File: src/rtl/trace_dump_ctrl.sv
// -----------------------------------------------------------------------------
// trace_dump_ctrl
//
// Unloads a finished capture from the circular sample RAM to the host UART.
// While idle, the capture engine owns the RAM through a combinational mux.
// A dump command is accepted only when a capture is complete. Once accepted,
// the controller owns the RAM and reads the trace oldest-first, starting at
// trace_end+1 and wrapping around the address space. Each byte is handed to
// the UART with a one-cycle trmt strobe, and the controller waits for tx_done
// before it fetches the next byte. After the last byte it pulses dump_done and
// clr_cap_done so that the next capture can arm.
//
// Ports
//   clk, rst_n         system clock, asynchronous active-low reset
//   i_dump_req         one-cycle host dump command
//   i_cap_done         capture-complete status
//   i_trace_end        address of the newest captured sample
//   i_cap_en/we/addr   capture engine RAM access (forwarded only while idle)
//   i_ram_rdata        RAM read data, valid one cycle after o_ram_en
//   i_tx_done          UART byte-complete pulse
//   o_ram_en/we/addr   RAM access port
//   o_tx_data, o_trmt  UART byte and one-cycle transmit strobe
//   o_dump_busy        high while a dump owns the RAM
//   o_dump_done        one-cycle pulse when a dump completes
//   o_dump_err         one-cycle pulse when a dump request is rejected
//   o_clr_cap_done     one-cycle pulse that clears the capture-done status
// -----------------------------------------------------------------------------
module trace_dump_ctrl #(
  parameter int ADDR_W = 9,
  parameter int DATA_W = 8
) (
  input  logic              clk,
  input  logic              rst_n,
  input  logic              i_dump_req,
  input  logic              i_cap_done,
  input  logic [ADDR_W-1:0] i_trace_end,
  input  logic              i_cap_en,
  input  logic              i_cap_we,
  input  logic [ADDR_W-1:0] i_cap_addr,
  input  logic [DATA_W-1:0] i_ram_rdata,
  input  logic              i_tx_done,
  output logic              o_ram_en,
  output logic              o_ram_we,
  output logic [ADDR_W-1:0] o_ram_addr,
  output logic [DATA_W-1:0] o_tx_data,
  output logic              o_trmt,
  output logic              o_dump_busy,
  output logic              o_dump_done,
  output logic              o_dump_err,
  output logic              o_clr_cap_done
);

  typedef enum logic [2:0] {
    S_IDLE    = 3'd0,
    S_RD      = 3'd1,
    S_LATCH   = 3'd2,
    S_TX      = 3'd3,
    S_WAIT_TX = 3'd4,
    S_DONE    = 3'd5
  } state_t;

  // The byte counter indexes the bytes of the dump, so the final byte has
  // index 2^ADDR_W - 1. The counter is one bit wider than the address.
  localparam logic [ADDR_W:0]   C_LAST_BYTE = {1'b0, {ADDR_W{1'b1}}};
  localparam logic [ADDR_W:0]   C_CNT_ONE   = {{ADDR_W{1'b0}}, 1'b1};
  localparam logic [ADDR_W-1:0] C_PTR_ONE   = {{(ADDR_W-1){1'b0}}, 1'b1};

  state_t            r_state;
  logic [ADDR_W-1:0] r_rd_ptr;
  logic [ADDR_W:0]   r_byte_cnt;
  logic [DATA_W-1:0] r_tx_data;
  logic              r_trmt;
  logic              r_dump_busy;
  logic              r_dump_done;
  logic              r_dump_err;
  logic              r_clr_cap_done;

  logic              w_idle;

  assign w_idle = (r_state == S_IDLE);

  // Dump sequencer: the state, the read pointer, the byte count and all
  // registered status/handshake outputs.
  always_ff @(posedge clk or negedge rst_n) begin
    if (!rst_n) begin
      r_state        <= S_IDLE;
      r_rd_ptr       <= {ADDR_W{1'b0}};
      r_byte_cnt     <= {(ADDR_W+1){1'b0}};
      r_tx_data      <= {DATA_W{1'b0}};
      r_trmt         <= 1'b0;
      r_dump_busy    <= 1'b0;
      r_dump_done    <= 1'b0;
      r_dump_err     <= 1'b0;
      r_clr_cap_done <= 1'b0;
    end else begin
      // Strobes default low, so each one lasts exactly one cycle.
      r_trmt         <= 1'b0;
      r_dump_done    <= 1'b0;
      r_dump_err     <= 1'b0;
      r_clr_cap_done <= 1'b0;

      case (r_state)
        S_IDLE: begin
          if (i_dump_req) begin
            if (i_cap_done) begin
              // Oldest sample sits just past the newest one; the sum wraps
              // naturally at ADDR_W bits.
              r_rd_ptr    <= i_trace_end + C_PTR_ONE;
              r_byte_cnt  <= {(ADDR_W+1){1'b0}};
              r_dump_busy <= 1'b1;
              r_state     <= S_RD;
            end else begin
              r_dump_err  <= 1'b1;
            end
          end
        end

        S_RD: begin
          r_state <= S_LATCH;
        end

        S_LATCH: begin
          // The RAM data from the RD cycle is valid now. Raise trmt together
          // with the new byte so both appear in the same TX cycle.
          r_tx_data <= i_ram_rdata;
          r_trmt    <= 1'b1;
          r_state   <= S_TX;
        end

        S_TX: begin
          r_rd_ptr <= r_rd_ptr + C_PTR_ONE;
          r_state  <= S_WAIT_TX;
        end

        S_WAIT_TX: begin
          if (i_tx_done) begin
            if (r_byte_cnt == C_LAST_BYTE) begin
              r_dump_done    <= 1'b1;
              r_clr_cap_done <= 1'b1;
              r_state        <= S_DONE;
            end else begin
              r_byte_cnt <= r_byte_cnt + C_CNT_ONE;
              r_state    <= S_RD;
            end
          end
        end

        S_DONE: begin
          r_dump_busy <= 1'b0;
          r_state     <= S_IDLE;
        end

        default: begin
          r_dump_busy <= 1'b0;
          r_state     <= S_IDLE;
        end
      endcase
    end
  end

  // RAM ownership mux: the capture engine drives the RAM while idle (and
  // therefore also during reset). During a dump the controller drives it
  // read-only, and capture strobes are dropped.
  always_comb begin
    o_ram_en   = 1'b0;
    o_ram_we   = 1'b0;
    o_ram_addr = {ADDR_W{1'b0}};
    if (w_idle) begin
      o_ram_en   = i_cap_en;
      o_ram_we   = i_cap_we;
      o_ram_addr = i_cap_addr;
    end else begin
      o_ram_en   = (r_state == S_RD);
      o_ram_we   = 1'b0;
      o_ram_addr = r_rd_ptr;
    end
  end

  assign o_tx_data      = r_tx_data;
  assign o_trmt         = r_trmt;
  assign o_dump_busy    = r_dump_busy;
  assign o_dump_done    = r_dump_done;
  assign o_dump_err     = r_dump_err;
  assign o_clr_cap_done = r_clr_cap_done;

endmodule
File: config.mk
export PLATFORM = sky130hd
export DESIGN_NAME = trace_dump_ctrl
export DESIGN_NICKNAME = d
export VERILOG_FILES = /design/src/rtl/trace_dump_ctrl.sv
export SDC_FILE = /design/constraint.sdc
export NUM_CORES = 1
export LEC_CHECK = 0
export BUFFER_PORTS_ARGS = -buffer_cell sky130_fd_sc_hd__buf_2
export CAP_MARGIN = 20
export CORE_ASPECT_RATIO = 1.25
export CORE_MARGIN = 3
export CORE_UTILIZATION = 35
export DETAILED_ROUTE_END_ITERATION = 8
export HOLD_SLACK_MARGIN = 0.08
export PLACE_DENSITY = 0.66
export SYNTH_ARGS = -nofsm -noshare
export SYNTH_HDL_FRONTEND = slang
export SYNTH_SLANG_ARGS = --single-unit
File: constraint.sdc
create_clock -name clk -period 2.2 [get_ports clk]
set_input_delay 0.11 -clock clk [delete_from_list [all_inputs] [get_ports clk]]
set_output_delay 0.11 -clock clk [all_outputs]
set_load 0.02 [all_outputs]
==> qor_table.md <==
| Metric | Reported | Unit |
|:---|:---|:---|
| Result of the run | finished, final reports clean | - |
| Grt ovf | 0 | - |
| Largest cells by area after synthesis | dfrtp_1 41%, mux2_2 10%, a21oi_1 4.1% | - |
| Seq/Total Area, Yosys | 41.1 | % |
| Post-synth top area cell | dfrtp_1 | - |
| Count of state elements after synthesis | 34 | - |
| Synthesized net count | 249 | - |
| Register area | 851 | µm² |
| Number of sinks on the clock net | 34 | - |
| Net Sw Frac | 43.9 | % |
| Max Cap Violations | 0 | - |
| Type of origin of the critical path | flip-flop | - |
| Internal power | 0.00183 | W |
| GRT Overall Usage | 15.3 | % |
| Die span in y | 92.0 | µm |
| Clock group share of total power | 13.7 | % |
| Num CTS Buffers | 5 | - |
| Clk_skew | 0.00586 | ns |
| First-pass GRT wire length | 8.27 | mm |
| Slew @ Worst Pin | 0.752 | ns |
| Setup repair after global routing missed its margin | no | - |
| Source-to-sink clock delay at the later pin of the worst-skew pair | 0.29 | ns |
| Vias in the first global route | 1810 | - |
| Post-route clock period utilization | 93.4 | % |
| Fmax achieved | 487 | MHz |
| Number of nets still failing antenna checks after routing | 0 | - |
| Resized Gates After CTS | 0 | - |
| Power per cell area | 1270 | mW/mm² |
| Layout cells sized above 1 | 35.3 | % |
| Filler instances | 548 | - |
| Diodes inserted | 0 | - |
| Post-Route Hold Slack | 0.102 | ns |
| Number of enable flip-flop cells after synthesis | 0 | - |
| Boundary Pins | 57 | - |
| Min Clock Period, post-route | 2.06 | ns |
| Headroom to the max-slew limit | 49.9 | % |
| Cells after Synth | 214 | - |
| Initial core utilization | 37.0 | % |
| Final hold viol count | 0 | - |
| Initial antenna violation count | 0 | - |
| Proportion of synthesized flip-flops having asynchronous set or reset | 100 | % |
| P&R area growth vs syn | 24.5 | % |
| Static power due to leakage | 1.14 | nW |
| Total instance count after detailed placement | 331 | - |
| H-tree depth | 2 | - |
| Post-DR vias/cell | 5.57 | - |
| Placeable core region | 0.00559 | mm² |
| CTS tree | done | - |
| Netlist cell types | 52 | - |
| Yosys warning count | 0 | - |
| Root buf cell | clkbuf_8 | - |
| Area of the die | 0.00688 | mm² |
| Req. time, crit path | 2.36 | ns |
| Pins over their slew limit | 0 | - |
| Utilization after layout | 46.1 | % |
| Post-DR wirelength/cell | 14.4 | µm |
| Sum Neg Setup Slack | 0 | ns |
| Summed instance area of the synthesized netlist | 0.00207 | mm² |
| Sequential share of power | 31.9 | % |
| Number of DRC violations after detailed-routing iteration 0 | 140 | - |
| Worst ir drop on vdd | 0.000392 | V |
| Setup crit end kind | flip-flop | - |
| Most used DFF post-synth | dfrtp_1 | - |
| Area of the multi-input gates | 0.00111 | mm² |
| Total Routed Length | 4.98 | mm |
| Pin count of the biggest net entering global routing | 35 | - |
| Register clock-pin slew on the reported worst setup and hold paths | 0.07 | ns |
| Site Rows | 30 | - |
| Synth top area share | 41.1 | % |
| Psw | 0.00143 | W |
| Maximum fanout encountered on the critical timing path | 8 | - |
| Number of nets at the end of the flow | 318 | - |
| Per-instance average area after synthesis | 9.67 | µm² |
| Class of the worst hold path | in -> reg | - |
| Die X-Extent | 74.8 | µm |
| DR vias | 1932 | - |
| Largest buffer count on any clock path | 2 | - |
| Detailed-routing iteration count for the pre-antenna-repair pass | 4 | - |
| Filler-free cell count of the finished design | 347 | - |
| Category of the critical setup timing path | reg -> reg | - |
| Number of buffers added on ports | 56 | - |
| Count of unresolved DRC violations after routing | 0 | - |
| Final GP Congestion | 0.797 | - |
| Combinational group share of total power | 54.5 | % |
| Arrival @ worst endpoint | 2.22 | ns |
| DPL Wire Length | 3.66 | mm |
| Total of endpoints with negative setup slack in the final report | 0 | - |
==> cells by family (layout without fill, tap and decap cells) <==
logic type,count (synthesis),in the layout,synth area share [%]
compound gates,59,59,18.0
mux,20,20,10.8
simple gates,77,77,21.6
xor+xnor,5,5,2.12
flops,34,34,41.1
fa+ha+maj,2,2,1.21
buf+inv,17,86,5.08
==> placed cells by master (no fill, tap or decap), types with 3 or more instances in the layout <==
master / Yosys / routed
buf_2: 3 / 56
dfrtp_1: 34 / 34
nand2_1: 22 / 22
mux2_2: 19 / 19
a21oi_1: 17 / 17
o21ai_0: 13 / 13
nand3_1: 10 / 10
dlygate4sd3_1: 0 / 9
a31oi_1: 8 / 8
buf_4: 2 / 8
nor2_1: 7 / 7
inv_1: 6 / 6
o31ai_1: 6 / 6
nor3_1: 5 / 5
nand4_1: 5 / 5
clkbuf_8: 0 / 5
and3b_1: 3 / 3
xor2_1: 3 / 3
==> layout make-up <==
type	count	area share, %
timing repair buffer	73	16.7
sequential	34	33.0
clock buffer	6	2.82
clock inverter	1	0.291
tap	64	3.11
inverter	6	0.874
multi-input combinational	163	43.2
==> synth_stat cells, types with 3 or more instances <==
cell type,instances
o21ai_0,13
nor2_1,7
buf_6,4
nor3_1,5
mux2_2,19
o31ai_1,6
a21oi_1,17
dfrtp_1,34
nand4_1,5
a31oi_1,8
and3b_1,3
buf_2,3
nand3_1,10
inv_1,6
nand2_1,22
xor2_1,3
==> routing by layer <==
metal,up-vias,share of wire [%],GRT usage [%]
met1,932,42,18.1
met4,0,0.70,4.15
met3,3,5.5,3.84
li1,934,-,-
met2,63,51,26.9
met5,-,0,0
==> critical path, stage by stage, from the launching register on <==
cell and delay, ns:
dfrtp_1 0.38, and3b_1 0.29, mux2_2 0.19, ha_1 0.28, nand3_1 0.17, nor3_1 0.31
a2bb2oi_1 0.22, o211ai_1 0.10
==> registers in the layout, summed over array words and instances (netlist names) <==
name / count
r_byte_cnt: 10
o_dump_busy: 1
o_tx_data: 8
r_state: 3
o_trmt: 1
o_dump_err: 1
r_rd_ptr: 9
o_clr_cap_done: 1
==> final timing paths <==
check                             startpoint       endpoint  slack, ns  cells past startpoint
min in group asynchronous              rst_n  r_byte_cnt[6]       0.42                      2
worst min-delay path               i_tx_done  r_byte_cnt[4]       0.10                      3
worst max register to register    r_state[2]    r_rd_ptr[8]       0.14                      7
worst max-delay path              r_state[2]    r_rd_ptr[8]       0.14                      7
max in group asynchronous              rst_n    o_dump_busy       1.29                      2
worst min register to register  o_tx_data[4]   o_tx_data[4]       0.50                      1
==> stage by stage <==
| stage | cell area [µm²] | power (W) | worst slack (ns) |
|---|---|---|---|
| finish | 2580 | 0.00326 | 0.145 |
| detailed placement | 2410 | 0.00282 | 0.198 |
| floorplan | 2070 | 0.00232 | 0.0115 |
| CTS | 2580 | 0.00328 | 0.176 |
| global placement | 2410 | 0.00279 | 0.262 |
| global route | 2580 | 0.00351 | 0.00953 |
==> power by group through the flow <==
stage | Sequential, W | Clock, W | Combinational (W)
floorplan | 0.00111 | 0 | 0.00121
global placement | 0.00104 | 0 | 0.00175
CTS | 0.00103 | 0.000453 | 0.00179
global route | 0.00107 | 0.000476 | 0.00196
detailed placement | 0.00105 | 0 | 0.00177
finish | 0.00104 | 0.000446 | 0.00178
==> timing repair <==
item / CTS / global route
hold buffers: 9 / 0
setup buffers: 0 / 0
hold endpoints to repair: 42 / 0
(Power assumes the default switching activity.)
